--- config.mk ---
export PLATFORM = sky130hd
export DESIGN_NAME = imm_gen_pipe
export DESIGN_NICKNAME = d
export VERILOG_FILES = /design/src/rtl/imm_gen_pipe.sv
export SDC_FILE = /design/constraint.sdc
export NUM_CORES = 1
export LEC_CHECK = 0
export ABC_AREA = 1
export CAP_MARGIN = 15
export CORE_MARGIN = 2
export CORE_UTILIZATION = 36
export CTS_CLUSTER_SIZE = 20
export DETAILED_ROUTE_END_ITERATION = 6
export SYNTH_ARGS = -nofsm -noshare
export SYNTH_HDL_FRONTEND = slang
export SYNTH_SLANG_ARGS = --single-unit
--- constraint.sdc ---
create_clock -name clk -period 3.75 [get_ports clk]
set_input_delay 1.125 -clock clk [delete_from_list [all_inputs] [get_ports clk]]
set_output_delay 1.125 -clock clk [all_outputs]
set_load 0.05 [all_outputs]
--- src/rtl/imm_gen_pipe.sv ---
// rtl/imm_gen_pipe.sv - pipelined RV32 immediate generator with PC-relative target and skid buffer
//
// Decodes the I/S/B/U/J immediate, sign-extends it to DATA_WIDTH, adds it to
// pc, and holds results in a main/skid register pair behind valid/ready.

module imm_gen_pipe #(
  parameter int DATA_WIDTH  = 32,
  parameter int INSTR_WIDTH = 32
) (
  input  logic                   clk,
  input  logic                   rst_n,
  input  logic                   flush,
  input  logic                   in_valid,
  output logic                   in_ready,
  input  logic [INSTR_WIDTH-1:0] instr,
  input  logic [DATA_WIDTH-1:0]  pc,
  input  logic [2:0]             ImmSrc,
  output logic                   out_valid,
  input  logic                   out_ready,
  output logic [DATA_WIDTH-1:0]  ImmOp,
  output logic [DATA_WIDTH-1:0]  target,
  output logic                   illegal
);

  generate
    if (INSTR_WIDTH != 32) begin : g_bad_instr_width
      $error("imm_gen_pipe: INSTR_WIDTH must be 32");
    end
    if (DATA_WIDTH < 32) begin : g_bad_data_width
      $error("imm_gen_pipe: DATA_WIDTH must be >= 32");
    end
  endgenerate

  typedef enum logic [1:0] {
    EMPTY = 2'd0,
    ONE   = 2'd1,
    FULL  = 2'd2
  } state_t;

  state_t                  state;
  logic [31:0]             imm32;
  logic                    new_ill;
  logic [DATA_WIDTH-1:0]   new_imm;
  logic [DATA_WIDTH-1:0]   new_tgt;
  logic [DATA_WIDTH-1:0]   skid_imm;
  logic [DATA_WIDTH-1:0]   skid_tgt;
  logic                    skid_ill;
  logic                    accept;
  logic                    drain;
  logic                    unused_opcode;

  // Opcode bits carry no immediate information in any format.
  assign unused_opcode = ^instr[6:0];

  // Assemble the 32-bit immediate for the selected format; illegal formats yield zero.
  always_comb begin
    imm32   = '0;
    new_ill = 1'b0;
    case (ImmSrc)
      3'b000:  imm32 = {{20{instr[31]}}, instr[31:20]};
      3'b001:  imm32 = {{20{instr[31]}}, instr[31:25], instr[11:7]};
      3'b010:  imm32 = {{19{instr[31]}}, instr[31], instr[7], instr[30:25], instr[11:8], 1'b0};
      3'b011:  imm32 = {instr[31:12], 12'b0};
      3'b100:  imm32 = {{11{instr[31]}}, instr[31], instr[19:12], instr[20], instr[30:21], 1'b0};
      default: new_ill = 1'b1;
    endcase
  end

  // Replication count is at least one, so DATA_WIDTH == 32 needs no special case.
  assign new_imm = {{(DATA_WIDTH - 31){imm32[31]}}, imm32[30:0]};
  assign new_tgt = pc + new_imm;

  assign accept = in_valid & in_ready;
  assign drain  = out_valid & out_ready;

  // Skid-buffer FSM: main register drives the outputs, skid catches one entry during a stall.
  always_ff @(posedge clk or negedge rst_n) begin
    if (!rst_n) begin
      state     <= EMPTY;
      out_valid <= 1'b0;
      in_ready  <= 1'b1;
      ImmOp     <= '0;
      target    <= '0;
      illegal   <= 1'b0;
      skid_imm  <= '0;
      skid_tgt  <= '0;
      skid_ill  <= 1'b0;
    end else if (flush) begin
      state     <= EMPTY;
      out_valid <= 1'b0;
      in_ready  <= 1'b1;
    end else begin
      case (state)
        EMPTY: begin
          if (accept) begin
            ImmOp     <= new_imm;
            target    <= new_tgt;
            illegal   <= new_ill;
            out_valid <= 1'b1;
            state     <= ONE;
          end
        end
        ONE: begin
          if (accept && drain) begin
            ImmOp   <= new_imm;
            target  <= new_tgt;
            illegal <= new_ill;
          end else if (accept) begin
            skid_imm <= new_imm;
            skid_tgt <= new_tgt;
            skid_ill <= new_ill;
            in_ready <= 1'b0;
            state    <= FULL;
          end else if (drain) begin
            out_valid <= 1'b0;
            state     <= EMPTY;
          end
        end
        FULL: begin
          if (drain) begin
            ImmOp    <= skid_imm;
            target   <= skid_tgt;
            illegal  <= skid_ill;
            in_ready <= 1'b1;
            state    <= ONE;
          end
        end
        default: begin
          out_valid <= 1'b0;
          in_ready  <= 1'b1;
          state     <= EMPTY;
        end
      endcase
    end
  end

endmodule

* Yosys cells after proc, flatten, opt, wreduce, memory -nomap -nowiden *
Index checks and enable logic that the tools add are counted.

cells by class
  add/sub/neg operators = 1
  equal/unequal tests = 18
  muxes and demuxes = 32
  bitwise logic cells = 4
  reduce and logical (&&, ||, !) cells = 10

operators by type and width
  cell                  count
  $mux W32              6
  $pmux W32 S3          2
  $pmux W32 S5          1
  $add A32 B32 Y32      1
  $ne A3 B3 Y1 const B  6
  $mux W1               13
  $mux W2               6
  $reduce_and A4 Y1     3
  $ne A2 B2 Y1 const B  5
  $reduce_and A5 Y1     2
  $pmux W1 S3           3
  $eq A3 B2 Y1 const B  2
  $pmux W2 S3           1
  $reduce_or A5 Y1      1
  $ne A4 B4 Y1 const B  1
  $eq A3 B1 Y1 const B  1
  $eq A3 B3 Y1 const B  1
  $logic_not A3 Y1      1
  $reduce_bool A3 Y1    1
  $and A1 B1 Y1         2
  $eq A2 B1 Y1 const B  1
  $eq A2 B2 Y1 const B  1
  $logic_not A2 Y1      1
  $not A1 Y1            2
  $logic_and A1 B1 Y1   1

storage, ports and cells
  register bits after elaboration = 134
  input bits = 72

* Longest topological paths before layout *
  depth after elaboration = 6
  depth in mapped cells = 21
  mapped depth without buffers = 20

* Worst setup path after synthesis *
No wires, ideal clock.

  kind = input port to flip-flop
  start point = input port ImmSrc[0]
  end point = register target[16]
  library setup time = 0.077 ns
  arrival = 3.089 ns
  path slack = 0.583 ns
  stages on the path = 16
  path buffers = 0
  cells stage by stage = nor2_4 > inv_2 > o32ai_2 > ha_1 > inv_1 > fa_1 > inv_1 > nand3_1 > nand2_1 > nand2_1 > nand2_2 > nand2_1 > nand2_1 > xor2_1 > nand2_1 > a21oi_1

on the way
  longest elaborated chain between the ends = 5
  elaborated cells between the ends (all ways) = 10
  classes of those cells = add/sub (1); eq/ne (4); mux (4); reduce/logical (1)

RTL lines
  what                                  line     RTL
  start, declared                       17       input logic [2:0] ImmSrc,
  $eq A3 B3 Y1 (tied with other cells)  59       case (ImmSrc)
  $pmux W32 S5 (*)                      59
  net imm32[0]                          41       logic [31:0] imm32;
  $add A32 B32 Y32 (*)                  71       assign new_tgt = pc + new_imm;
  $mux W32 (on tied branches)           104, 95
  $pmux W32 S3 (*)                      93       case (state)
  end signal, assigned                  97       target <= new_tgt;
  end signal, assigned                  106      target <= new_tgt;
  end signal, assigned                  122      target <= skid_tgt;
  end, declared                         21       output logic [DATA_WIDTH-1:0] target,

The timed path passes the listed nets; every way through them passes the cells marked *. The select of a mux whose other input is x is not followed.
A chain may end at the register's enable or synchronous reset.

* Worst setup path after layout *
  start point = input port ImmSrc[2]
  end point = register target[19]

The elaborated chain is that of the path after synthesis.

==> flow_metrics.env <==
export IMPL_ir_worst_vdd_mv=0.405
export IMPL_layoutNonFillerInstCount=1817
export IMPL_min_path_cells=2
export IMPL_mappedNetlistArea_sq_um=8550
export IMPL_stdcell_area_sq_um=11800
export IMPL_drt_iter0_markers=606
export IMPL_filler_cell_count=2363
export IMPL_grt_usage_pct=22.1
export IMPL_finalHoldViolCount=0
export IMPL_h_tree_depth=4
export IMPL_async_reset_ff_share_pct=100
export IMPL_syn_inst=1251
export IMPL_max_freq_mhz=278
export IMPL_area_growth_pct=37.5
export IMPL_wire_per_inst_um=14.7
export IMPL_worst_pin_slew_ns=0.985
export IMPL_synthTopCellsByArea="dfrtp_1 (39%), nand2_1 (21%), inv_1 (7.3%), a21oi_1 (5.2%), ha_1 (4.5%)"
export IMPL_postPlaceCellArea_sq_um=11100
export IMPL_drive_gt1_share_pct=15.4
export IMPL_diodes=0
export IMPL_worstHoldEndpoint="target[10]"
export IMPL_first_pass_iters=7
export IMPL_startpoint_type="input pin"
export IMPL_fin_crit_sh_pct=95.8
export IMPL_cts_resized=0
export IMPL_coreArea_sq_um=23400
export IMPL_worstPathArrival_ns=3.92
export IMPL_nets=1589
export IMPL_routabilityCongestion=0.914
export IMPL_hold_class="reg2reg"
export IMPL_synth_edf_count=0
export IMPL_cts_tree="done"
export IMPL_crit_family="simple AND/OR/NAND/NOR gates"
export IMPL_ios=139
export IMPL_insertion_delay_ns=0.43
export IMPL_synth_warnings=0
export IMPL_clkTransAtPathRegs_ns=0.06
export IMPL_fin_total_pwr_mw=8.49
export IMPL_critPathMostFrequentCell="nand3_1"
export IMPL_timing_rr_start="state[0]"
export IMPL_status="completed"
export IMPL_rsz0062_at_grt="true"
export IMPL_grt_pass1_vias=7945
export IMPL_maxCapViolCount=0
export IMPL_synthSimpleGateAreaFrac_pct=29.3
export IMPL_antenna_found_initial=0
export IMPL_ys_flop_type="dfrtp_1"
export IMPL_synthMuxAreaShare_pct=0
export IMPL_synthesis_nets=1355
export IMPL_synthXorXnorAreaFrac_pct=1.64
export IMPL_grt_max_degree=66
export IMPL_skew_ns=0.00810
export IMPL_worstPathCellList="clkdlybuf4s50_1 -> inv_2 -> nand3_2 -> o21ai_2 -> buf_4 -> a22o_1 -> ha_1 -> buf_4 -> nor2_1 -> a21oi_1 -> nand3_1 -> nand3_1 -> nand2_1 -> nand3_1 -> nand3_1 -> nand2_1 -> nand2_1"
export IMPL_final_util_pct=50.2
export IMPL_vias=8432
export IMPL_yosys_area_share_adder_pct=4.77
export IMPL_clk_path_buf_depth=2
export IMPL_slew_headroom_pct=34.3
export IMPL_multi_input_area_sq_um=4320
export IMPL_crit_slowest_cell="clkdlybuf4s50_1"
export IMPL_ys_top_cells_by_count="nand2_1 (467), inv_1 (166), dfrtp_1 (133)"
export IMPL_crit_fanout=4
export IMPL_post_cts_buffers=0
export IMPL_finalMaxSlewViolations=0
export IMPL_drc=0
export IMPL_yosysMostFrequentCell="nand2_1"
export IMPL_grt_pass1_wl_mm=42.0
export IMPL_r2r_slack_ns=1.77
export IMPL_min_from="target[10]"
export IMPL_p_leak_nw=6.34
export IMPL_crit_path_max_incr_delay_ns=0.51
export IMPL_cts_root_buf="clkbuf_16"
export IMPL_die_area_sq_um=25000
export IMPL_post_route_min_period_ns=3.59
export IMPL_grt_remaining_overflow=0
export IMPL_placementRows=56
export IMPL_critical_path_endpoint_type="flop"
export IMPL_synth_top_family_by_area="simple AND/OR/NAND/NOR gates"
export IMPL_worst_r2r_path_depth=6
export IMPL_worstReg2RegEnd="ImmOp[15]"
export IMPL_worstPathRequired_ns=4.07
export IMPL_portBuffers=131
export IMPL_start_util_pct=36.5
export IMPL_seq_area_frac_synth_pct=39.2
export IMPL_hpwl_mm=20.2
export IMPL_syn_avg_cell_area_sq_um=6.84
export IMPL_ys_ff_latch=134
export IMPL_routed_wl_mm=26.7
export IMPL_crit_type="in2reg"
export IMPL_antenna_left=0
export IMPL_yosys_area_top_type="dfrtp_1"
export IMPL_die_y_um=158
export IMPL_area_sequential_sq_um=3350
export IMPL_synth_top_area_share_pct=38.9
export IMPL_critPathBufInv=4
export IMPL_setup_violations=0
export IMPL_avgViaCountPerCell=4.64
export IMPL_ys_types=38
export IMPL_cts_hold_buf=0
export IMPL_p_per_area_nw_per_um2=722
export IMPL_cts_made_buffers=17
export IMPL_place_inst=1785
export IMPL_cts_sinks=134
export IMPL_synth_compound_area_share_pct=14.3
export IMPL_fp_dieW_um=158
-- where the power goes --
part           switching (mW)  internal, mW
clock network           0.744          1.16
registers               0.347          2.12
logic                    2.67          1.46
-- logic make-up after synthesis --
logic type                 after synthesis
DFF                                    134
adders and majority gates               32
and+or+nand+nor                        624
AOI/OAI and AO/OA                      218
xor gates and xnor gates                16
buffers and inverters                  227
-- how the worst max path moves through the flow --
stage / start / endpoint / slack (ns) / depth (start not counted)
6_report: ImmSrc[2] / target[19] / 0.16 / 17
3_3_place_gp: ImmSrc[1] / target[15] / -0.31 / 17
4_1_cts: ImmSrc[0] / target[16] / 0.09 / 17
5_1_grt: ImmSrc[2] / target[30] / -0.006 / 20
2_1_floorplan: ImmSrc[0] / target[16] / 0.58 / 16
3_5_place_dp: ImmSrc[1] / target[15] / -0.35 / 17
-- worst min-delay path: stages (launching register included) --
cell and delay, ns:
dfrtp_1 0.34, nand2_1 0.05, nand2_1 0.05
-- metrics by stage --
step	TNS, ns	setup WS [ns]	hold WS (ns)
6_report	0	0.156	0.478
5_1_grt	-0.00757	-0.00636	0.496
3_3_place_gp	-10.89	-0.315	0.462
4_1_cts	0	0.0876	0.484
3_5_place_dp	-12.63	-0.351	0.467
2_1_floorplan	0	0.583	0.448
-- final cells by class --
type,count,share of cell area (%)
Multi-Input combinational cell,890,36.7
Sequential cell,134,28.5
Timing Repair Buffer,257,19.9
Inverter,185,5.91
Clock buffer,18,3.74
Tap cell,319,3.39
Clock inverter,14,1.82
-- cell usage in the layout (no fill, tap or decap), drive strengths merged, types with 5 or more instances in the layout --
master         netlist  final
a21oi              108    108
buf                 29    127
clkbuf              13     18
clkdlybuf4s50        0    128
clkinv               1      5
dfrtp              133    133
ha                  31     31
inv                184    190
nand2              487    487
nand3               52     52
nor2                72     72
nor3                 9      9
o21ai               93     93
xnor2                8      8
xor2                 8      8
-- sequential cells by signal, summed over array words and instances (netlist names) --
| signal | flops |
|---|---|
| illegal | 1 |
| target | 32 |
| skid_tgt | 32 |
| state | 2 |
| in_ready | 1 |
| skid_imm | 32 |
| out_valid | 1 |
| skid_ill | 1 |
| ImmOp | 32 |
-- per-layer routing --
| metal | routed length (um) | share of wire (%) | GRT usage (%) | vias up |
|---|---|---|---|---|
| met5 | 0 | 0 | 0 | - |
| met4 | 447 | 1.7 | 6.05 | 0 |
| met3 | 1370 | 5.1 | 3.89 | 34 |
| met2 | 12000 | 45 | 34.9 | 190 |
| met1 | 12800 | 48 | 31.3 | 3840 |
| li1 | - | - | - | 4368 |
(Power assumes the default switching activity.)
